<file path="src/rtl/muldiv_unit.sv">
// muldiv_unit -- iterative RV32M multiply/divide execution unit.
//
// Handles one operation at a time. Multiplies use shift-add and divides use
// restoring division. Each retires one bit per cycle on unsigned magnitudes,
// and the sign is fixed up at the end. A divide by zero, and the signed
// overflow case, are resolved in the accept cycle and skip the iteration.
//
// Handshake: an operation transfers on the rising edge where
// in_valid && in_ready. in_ready is high only in IDLE, so in_valid is
// ignored while an operation is in flight. Operand inputs are sampled only
// in the accept cycle.
//
// Configuration macro: MULDIV_DIV_EN
//   defined   : full divider datapath (DIV/DIVU/REM/REMU).
//   undefined : the divider is compiled out. Any funct3[2]=1 op completes
//               straight away with wr_data = 0.
//
// Ports:
//   clk, rst     clock, synchronous active-high reset
//   in_valid     operation offered this cycle
//   in_ready     unit idle and able to accept
//   funct3       RV32M op select (000 MUL .. 111 REMU)
//   rs1_data     operand A (multiplicand / dividend)
//   rs2_data     operand B (multiplier / divisor)
//   rd_addr      destination register index
//   busy         operation in CALC or DONE
//   done         one-cycle result pulse
//   wr_ena       register-file write enable (done and wr_addr != 0)
//   wr_addr      registered destination index
//   wr_data      registered result
module muldiv_unit #(
    parameter int N = 32
) (
    input  logic         clk,
    input  logic         rst,
    input  logic         in_valid,
    output logic         in_ready,
    input  logic [2:0]   funct3,
    input  logic [N-1:0] rs1_data,
    input  logic [N-1:0] rs2_data,
    input  logic [4:0]   rd_addr,
    output logic         busy,
    output logic         done,
    output logic         wr_ena,
    output logic [4:0]   wr_addr,
    output logic [N-1:0] wr_data
);

    localparam logic [2:0]   F_MULH   = 3'b001;
    localparam logic [2:0]   F_MULHSU = 3'b010;
    localparam logic [2:0]   F_DIV    = 3'b100;
    localparam logic [2:0]   F_REM    = 3'b110;
    localparam logic [5:0]   LAST_CNT = 6'(N - 1);
`ifdef MULDIV_DIV_EN
    localparam logic [N-1:0] MIN_NEG  = {1'b1, {(N-1){1'b0}}};
`endif

    typedef enum logic [1:0] {
        S_IDLE = 2'd0,
        S_CALC = 2'd1,
        S_DONE = 2'd2
    } state_t;

    state_t state, state_next;

    logic           accept;
    logic [2:0]     op_q;
    logic [4:0]     rd_q;
    logic           neg_q;
    logic [N-1:0]   opnd_q;     // multiplicand for multiply, divisor for divide
    logic [2*N-1:0] acc_q;      // product, or {remainder, dividend/quotient}
    logic [5:0]     cnt_q;

    // Accept-time decode
    logic           a_signed, b_signed, a_neg, b_neg, res_neg;
    logic [N-1:0]   a_mag, b_mag;
    logic           special;
    logic [N-1:0]   special_data;

    // Iteration and result
    logic [N:0]     mul_sum;
    logic [2*N-1:0] acc_step;
    logic [2*N-1:0] prod_signed;
    logic [N-1:0]   calc_result;
`ifdef MULDIV_DIV_EN
    logic [N:0]     div_rem_sh;
    logic [N:0]     div_diff;
    logic [N-1:0]   div_res;
`endif

    assign accept   = in_valid && in_ready;
    assign in_ready = (state == S_IDLE);
    assign busy     = (state != S_IDLE);
    assign done     = (state == S_DONE);
    assign wr_ena   = done && (wr_addr != 5'd0);

    // Operand sign handling and special-case detection at accept
    always_comb begin
        a_signed     = (funct3 == F_MULH) || (funct3 == F_MULHSU) ||
                       (funct3 == F_DIV)  || (funct3 == F_REM);
        b_signed     = (funct3 == F_MULH) || (funct3 == F_DIV) || (funct3 == F_REM);
        a_neg        = a_signed && rs1_data[N-1];
        b_neg        = b_signed && rs2_data[N-1];
        a_mag        = a_neg ? (~rs1_data + 1'b1) : rs1_data;
        b_mag        = b_neg ? (~rs2_data + 1'b1) : rs2_data;
        // The remainder follows the dividend. Everything else follows the XOR of the signs.
        res_neg      = (funct3 == F_REM) ? a_neg : (a_neg ^ b_neg);
        special      = 1'b0;
        special_data = '0;
`ifdef MULDIV_DIV_EN
        if (funct3[2] && (rs2_data == '0)) begin
            special      = 1'b1;
            special_data = funct3[1] ? rs1_data : '1;
        end else if (((funct3 == F_DIV) || (funct3 == F_REM)) &&
                     (rs1_data == MIN_NEG) && (rs2_data == '1)) begin
            special      = 1'b1;
            special_data = funct3[1] ? '0 : MIN_NEG;
        end
`else
        special = funct3[2];
`endif
    end

    // One iteration step, and the signed result taken from the final step
    always_comb begin
        mul_sum  = {1'b0, acc_q[2*N-1:N]} + (acc_q[0] ? {1'b0, opnd_q} : {(N+1){1'b0}});
        acc_step = {mul_sum, acc_q[N-1:1]};
`ifdef MULDIV_DIV_EN
        // Shift the next dividend bit into the partial remainder and trial-subtract.
        // Bit N of the difference is the borrow.
        div_rem_sh = {acc_q[2*N-1:N], acc_q[N-1]};
        div_diff   = div_rem_sh - {1'b0, opnd_q};
        if (op_q[2]) begin
            if (!div_diff[N]) begin
                acc_step = {div_diff[N-1:0], acc_q[N-2:0], 1'b1};
            end else begin
                acc_step = {div_rem_sh[N-1:0], acc_q[N-2:0], 1'b0};
            end
        end
`endif
        // The multiply sign is applied to the full double-width product before slicing
        prod_signed = neg_q ? (~acc_step + 1'b1) : acc_step;
        calc_result = (op_q[1:0] == 2'b00) ? prod_signed[N-1:0] : prod_signed[2*N-1:N];
`ifdef MULDIV_DIV_EN
        div_res = op_q[1] ? acc_step[2*N-1:N] : acc_step[N-1:0];
        if (op_q[2]) begin
            calc_result = neg_q ? (~div_res + 1'b1) : div_res;
        end
`else
        if (op_q[2]) begin
            calc_result = '0;
        end
`endif
    end

    // FSM state register
    always_ff @(posedge clk) begin
        if (rst) begin
            state <= S_IDLE;
        end else begin
            state <= state_next;
        end
    end

    // FSM next state
    always_comb begin
        state_next = state;
        case (state)
            S_IDLE: begin
                if (accept) begin
                    state_next = special ? S_DONE : S_CALC;
                end
            end
            S_CALC: begin
                if (cnt_q == LAST_CNT) begin
                    state_next = S_DONE;
                end
            end
            S_DONE:  state_next = S_IDLE;
            default: state_next = S_IDLE;
        endcase
    end

    // Datapath and registered write-back outputs
    always_ff @(posedge clk) begin
        if (rst) begin
            op_q    <= '0;
            rd_q    <= '0;
            neg_q   <= 1'b0;
            opnd_q  <= '0;
            acc_q   <= '0;
            cnt_q   <= '0;
            wr_addr <= '0;
            wr_data <= '0;
        end else begin
            case (state)
                S_IDLE: begin
                    if (accept) begin
                        op_q   <= funct3;
                        rd_q   <= rd_addr;
                        neg_q  <= res_neg;
                        opnd_q <= funct3[2] ? b_mag : a_mag;
                        acc_q  <= {{N{1'b0}}, (funct3[2] ? a_mag : b_mag)};
                        cnt_q  <= '0;
                        if (special) begin
                            wr_addr <= rd_addr;
                            wr_data <= special_data;
                        end
                    end
                end
                S_CALC: begin
                    acc_q <= acc_step;
                    cnt_q <= cnt_q + 6'd1;
                    if (cnt_q == LAST_CNT) begin
                        wr_addr <= rd_q;
                        wr_data <= calc_result;
                    end
                end
                default: ;
            endcase
        end
    end

endmodule

</file>
<file path="config.mk">
export PLATFORM = sky130hd
export DESIGN_NAME = muldiv_unit
export DESIGN_NICKNAME = d
export VERILOG_FILES = /design/src/rtl/muldiv_unit.sv
export SDC_FILE = /design/constraint.sdc
export NUM_CORES = 1
export LEC_CHECK = 0
export CAP_MARGIN = 0
export CORE_MARGIN = 2
export CORE_UTILIZATION = 60
export CTS_CLUSTER_SIZE = 30
export DETAILED_ROUTE_END_ITERATION = 10
export PLACE_DENSITY = 0.83
export SLEW_MARGIN = 20
export SYNTH_ARGS = -nofsm -noshare
export SYNTH_HDL_FRONTEND = slang
export SYNTH_SLANG_ARGS = --single-unit
export TNS_END_PERCENT = 10
</file>
<file path="constraint.sdc">
create_clock -name clk -period 9.7 [get_ports clk]
set_input_delay 1.455 -clock clk [delete_from_list [all_inputs] [get_ports clk]]
set_output_delay 1.455 -clock clk [all_outputs]
set_load 0.02 [all_outputs]
</file>
# Word level (Yosys, flattened, before mapping)

Index checks and enable logic that the tools add are counted.

Logic and storage cells: 71
Register bits: 150
Output and inout bits: 41

$add $sub $neg: 5
Bitwise operators: 4
Muxes and demuxes: 25
Eq/ne operators: 10
Reductions and logical operators: 18

Operators with widths:

| kind                  | number |
|---|---|
| $mux 32               | 10 |
| $mux 64               | 2 |
| $pmux 64 s2           | 1 |
| $add 32x1->32 const B | 2 |
| $add 64x1->64 const B | 1 |
| $not 32->32           | 2 |
| $not 64->64           | 1 |
| $pmux 32 s2           | 1 |
| $add 32x32->33        | 1 |
| $mux 5                | 3 |
| $pmux 6 s2            | 1 |
| $pmux 5 s2            | 1 |
| $add 6x1->6 const B   | 1 |
| $eq 3x3->1 const B    | 2 |
| $eq 6x5->1 const B    | 1 |
| $mux 2                | 3 |
| $mux 6                | 1 |
| $reduce_and 2->1      | 3 |
| $logic_or 1x1->1      | 5 |
| $reduce_bool 5->1     | 1 |
| $logic_and 1x1->1     | 4 |
| $logic_not 2->1       | 2 |
| $ne 2x1->1 const B    | 2 |
| $pmux 2 s2            | 1 |
| 9 further kinds       | 10 |

# Longest topological paths before layout

Depth in word-level cells: 9
Depth in mapped cells: 15

# Worst setup path after synthesis

Ideal clock, no wire load.

Path kind: input-to-reg
From: in rs2_data[5]
To: reg acc_q[28]
Buffers on the path: 0
Arrival time: 4.083 ns
Stages on the path: 10
Path slack: 5.489 ns
Cells stage by stage: or4_1 or3_1 nor4b_1 nand2_1 o21ai_0 o21ai_0 xnor2_1 o21ai_0 a222oi_1 nor2_1

Cells in the longest elaborated chain, start to end: 6

Ends and longest elaborated chain:

| element              | line | RTL |
|---|---|---|
| start, declared      | 40   | `input logic [N-1:0] rs2_data,` |
| $not 32->32          | 105  | `b_mag = b_neg ? (~rs2_data + 1'b1) : rs2_data;` |
| $add 32x1->32        | 105  |  |
| $mux 32              | 105  |  |
| $mux 32              | 203  | `acc_q <= {{N{1'b0}}, (funct3[2] ? a_mag : b_mag)};` |
| $mux 64              | 198  | `if (accept) begin` |
| $pmux 64 s2          | 196  | `case (state)` |
| end signal, assigned | 203  |  |
| end signal, assigned | 212  | `acc_q <= acc_step;` |
| end, declared        | 71   | `logic [2*N-1:0] acc_q;` |

Every way passes these cells. The select of a mux whose other input is x is not followed.
A chain may end at the register's enable or synchronous reset.

# Worst setup path in the final report

From: reg acc_q[0]
To: reg wr_data[27]

Cells in the longest elaborated chain, start to end: 9

Ends and longest elaborated chain:

| element              | line | RTL |
|---|---|---|
| $mux 32 *            | 126  | `mul_sum = {1'b0, acc_q[2*N-1:N]} + (acc_q[0] ? {1'b0, opnd_q} : {(N+1){1'b0}});` |
| $add 32x32->33 *     | 126  |  |
| $not 64->64          | 142  | `prod_signed = neg_q ? (~acc_step + 1'b1) : acc_step;` |
| $add 64x1->64        | 142  |  |
| $mux 64 *            | 142  |  |
| $mux 32 *            | 143  | `calc_result = (op_q[1:0] == 2'b00) ? prod_signed[N-1:0] : prod_signed[2*N-1:N];` |
| $mux 32 *            | 150  | `if (op_q[2]) begin` |
| $mux 32 *            | 214  | `if (cnt_q == LAST_CNT) begin` |
| $pmux 32 s2 *        | 196  |  |
| end signal, assigned | 207  | `wr_data <= special_data;` |
| end signal, assigned | 216  | `wr_data <= calc_result;` |
| end, declared        | 46   | `output logic [N-1:0] wr_data` |

Mark *: on every way between the ends. The rest lies on a longest branch, timed or not. The select of a mux whose other input is x is not followed.

==> metrics.md <==
| Metric | Value |
|---|---|
| Outcome | `finished, final reports clean` |
| Final core occ | `71.17%` |
| CP Launch Type | `flip-flop` |
| Cells after synthesis | `approximately 1,600` |
| Core box area | `18,890 sq um` |
| Worst Tran Pin Value | `around 1.1 ns` |
| Pre-Repair DR Iteration Count | `9` |
| Ys async rst share | `0%` |
| Combinational share of power | `approximately 22%` |
| Synthesized area | `about 12,000 sq um` |
| EDFF count, synth | `0` |
| Antenna diodes | `0` |
| Setup TNS | `0 ns` |
| Die Y | `~140 um` |
| Pwr Density | `approximately 130 nW/um^2` |
| Area of the die | `around 21,000 sq um` |
| Root Buffer | `clkbuf_16` |
| Width of the die | `about 140 um` |
| Area delta synth->final | `15.32%` |
| Detailed-route via count | `roughly 13,000` |
| TritonCTS Sinks | `150` |
| DRT Wirelength | `between 30 and 40 mm` |
| Clk_skew | `between 0.01 and 0.015 ns` |
| Peak VDD IR | `between 0.1 and 0.15 mV` |
| Rows | `50` |
| Clock power frac | `approximately 40%` |
| Max Freq | `199.3 MHz` |
| Slew Viols, Final | `0` |
| CTS H-tree lvls | `4` |
| Largest net degree at the start of global routing | `approximately 110` |
| Area contributors post-synth | `dfxtp_1 26%, nor2_1 6.3%, a21oi_1 6.3%` |
| Post-route ant nets | `0` |
| CTS Hold Buffers Added | `0` |
| Starting density of the core | `about three fifths` |
| RSZ-0062 raised after global routing | `no` |
| First-pass GRT wire length | `slightly below 60 mm` |
| Internal Power | `0.001213 W` |
| Vias/cell | `a little under 7` |
| Worst-path clk slew | `~0.070 ns` |
| Layout Nets | `~1,700` |
| Setup CP Type | `flip-flop to flip-flop` |
| Gpl congestion | `between 1 and 1.5` |
| Net Count, Synth | `between 1,500 and 2,000` |
| Final Cycle Share | `51.73%` |
| Sequential share of the synthesized area | `25.75%` |
| Final min period | `around 5 ns` |
| Post-synth top area share | `25.75%` |
| Max Root-Sink Buffers | `2` |
| Max-Cap Viols | `0` |
| Worst-path fanout max | `33` |
| Dpl hpwl | `between 20 and 30 mm` |
| Yosys top cell by area | `dfxtp_1` |
| CP required | `between 10 and 15 ns` |
| Initial antenna violation count | `0` |
| Post-CTS Setup Bufs | `0` |
| CTS tree | `yes` |
| Avg Cell Area, Syn | `approximately 7.3 sq um` |
| Worst-Skew Late Latency | `about 0.44 ns` |
| Most frequent cell after synthesis | `nor2_1` |
| Final hold viol count | `0` |
| DRT iter0 DRCs | `1,920` |
| # resized after CTS | `0` |
| Port Buf Inserts | `roughly 120` |
| Number of synthesis warnings | `0` |
| Io pins | `approximately 120` |
| FF+latch count, synth | `150` |
| Crit. End Element | `flip-flop` |
| Slew Limit Headroom | `~24%` |
| Switching Fraction | `32.84%` |
| Total CTS buffers | `17` |
| Synth cell count leaders | `195 x nor2_1, 186 x nand2_1, 150 x dfxtp_1, 146 x a21oi_1, 99 x o21ai_0` |
| Worst EP arrival | `approximately 5.4 ns` |
| Part of the power in registers | `approximately 38%` |
| Total Routing Usage GR | `a little over a third` |
| Predominant post-synthesis flop cell | `dfxtp_1` |
| Routed wire length per instance | `around 20 um` |
| Final setup violation count | `0` |
| Number of distinct library cells after synthesis | `77` |
| Leakage Power | `~5.0 nW` |
| Hold WC Path Type | `flip-flop to flip-flop` |
| Remaining Overflow, GRT | `0` |
| Layout cells sized above 1 | `between 4 and 5%` |
| Switch Pwr | `between 0.0005 and 0.0006 W` |
| Vias in the first global route | `approximately 11,000` |
| DR DRC count | `0` |
[worst max-delay path, cell delays in order (launching register included)]
cell and delay [ns]:
dfxtp_1 0.59, and2_1 0.32, ha_1 0.22, fa_1 0.43, a21o_1 0.21, a221oi_1 0.44, o22ai_1 0.28, or4_1 0.46
nand3_1 0.28, nand3_1 0.23, or4b_1 0.66, or4_1 0.54, a311oi_1 0.27
[worst paths after layout]
path	startpoint	to	slack, ns	cells after the start
setup / recovery	acc_q[0]	wr_data[27]	4.68	12
hold / removal	opnd_q[22]	opnd_q[22]	0.45	2
setup reg to reg	acc_q[0]	wr_data[27]	4.68	12
hold reg to reg	opnd_q[22]	opnd_q[22]	0.45	2
[layout by cell type (no fill, tap or decap), drive strengths merged, types with 6 or more instances in the layout]
cell type,netlist,layout
a211oi,21,21
a21o,11,11
a21oi,147,147
a222oi,33,33
a22oi,24,24
a311oi,13,13
a31oi,11,11
and2,45,45
and3,13,13
and4,6,6
buf,19,15
clkbuf,97,18
clkdlybuf4s50,0,113
dfxtp,150,150
ha,36,36
inv,27,35
mux2,8,8
mux2i,15,15
nand2,186,186
nand2b,8,8
nand3,19,19
nand3b,6,6
nand4,27,27
nor2,195,195
nor2b,9,9
nor3,33,33
nor4,21,21
o211ai,32,32
o21a,13,13
o21ai,108,108
o311ai,10,10
o31ai,21,21
o41ai,12,12
or3,19,19
or4,20,20
xnor2,53,53
xor2,57,57
[routing by layer]
layer	GRT usage, %	vias up	routed length (um)
met5	0	-	0
met4	17.54	0	1869
met3	7.031	130	3640
met2	57.67	769	16900
met1	47.96	5908	15600
li1	-	5987	-
[final cells by class]
| type | count | area (sq um) |
|---|---|---|
| clock inverters | 14 | 209.0 |
| well taps | 260 | 325.3 |
| multi-input cells | 1306 | 8134 |
| clock buffers | 18 | 429.2 |
| inverters | 27 | 101.3 |
| fillers | 1584 | 5446 |
| flip-flops and latches | 150 | 3004 |
| repair buffers | 128 | 1244 |
[power groups by stage]
stage / registers [W] / clock network (W) / logic, W
floorplan: 0.000677 / 0 / 0.000272
global placement: 0.000692 / 0 / 0.000379
detailed placement: 0.000693 / 0 / 0.000386
CTS: 0.000679 / 0.000725 / 0.000390
global route: 0.000684 / 0.000747 / 0.000434
finish: 0.000682 / 0.000725 / 0.000400
[through the flow]
| step | hold slack (ns) | power, W | cell area (sq um) | setup WS (ns) | cells |
|---|---|---|---|---|---|
| CTS | 0.4478 | 0.001794 | 13450 | 4.749 | 1903 |
| detailed placement | 0.4414 | 0.001079 | 12810 | 4.462 | 1871 |
| finish | 0.4469 | 0.001806 | 13450 | 4.682 | 1903 |
| floorplan | 0.4273 | 0.0009492 | 11660 | 5.489 | 1599 |
| global route | 0.4712 | 0.001865 | 13450 | 4.337 | 1903 |
| global placement | 0.4347 | 0.001070 | 12810 | 4.571 | 1871 |
[flip-flops by register name, summed over array words and instances (netlist names)]
register and flops:
op_q 3, opnd_q 32, cnt_q 6, neg_q 1
acc_q 64, state 2, wr_data 32, rd_q 5
wr_addr 5
[kinds of logic (layout without fill, tap and decap cells)]
logic type                 after synthesis  count (layout)  share of synthesized area, %
DFF                                    150             150                         25.75
xor gates and xnor gates               110             110                         8.263
muxes                                   24              24                         2.253
AOI/OAI and AO/OA                      508             508                         28.87
adders and majority gates               37              37                         4.035
buffers and inverters                  143             187                         4.679
and+or+nand+nor                        627             627                         26.15
No activity file was read; power rests on OpenSTA's default activity.
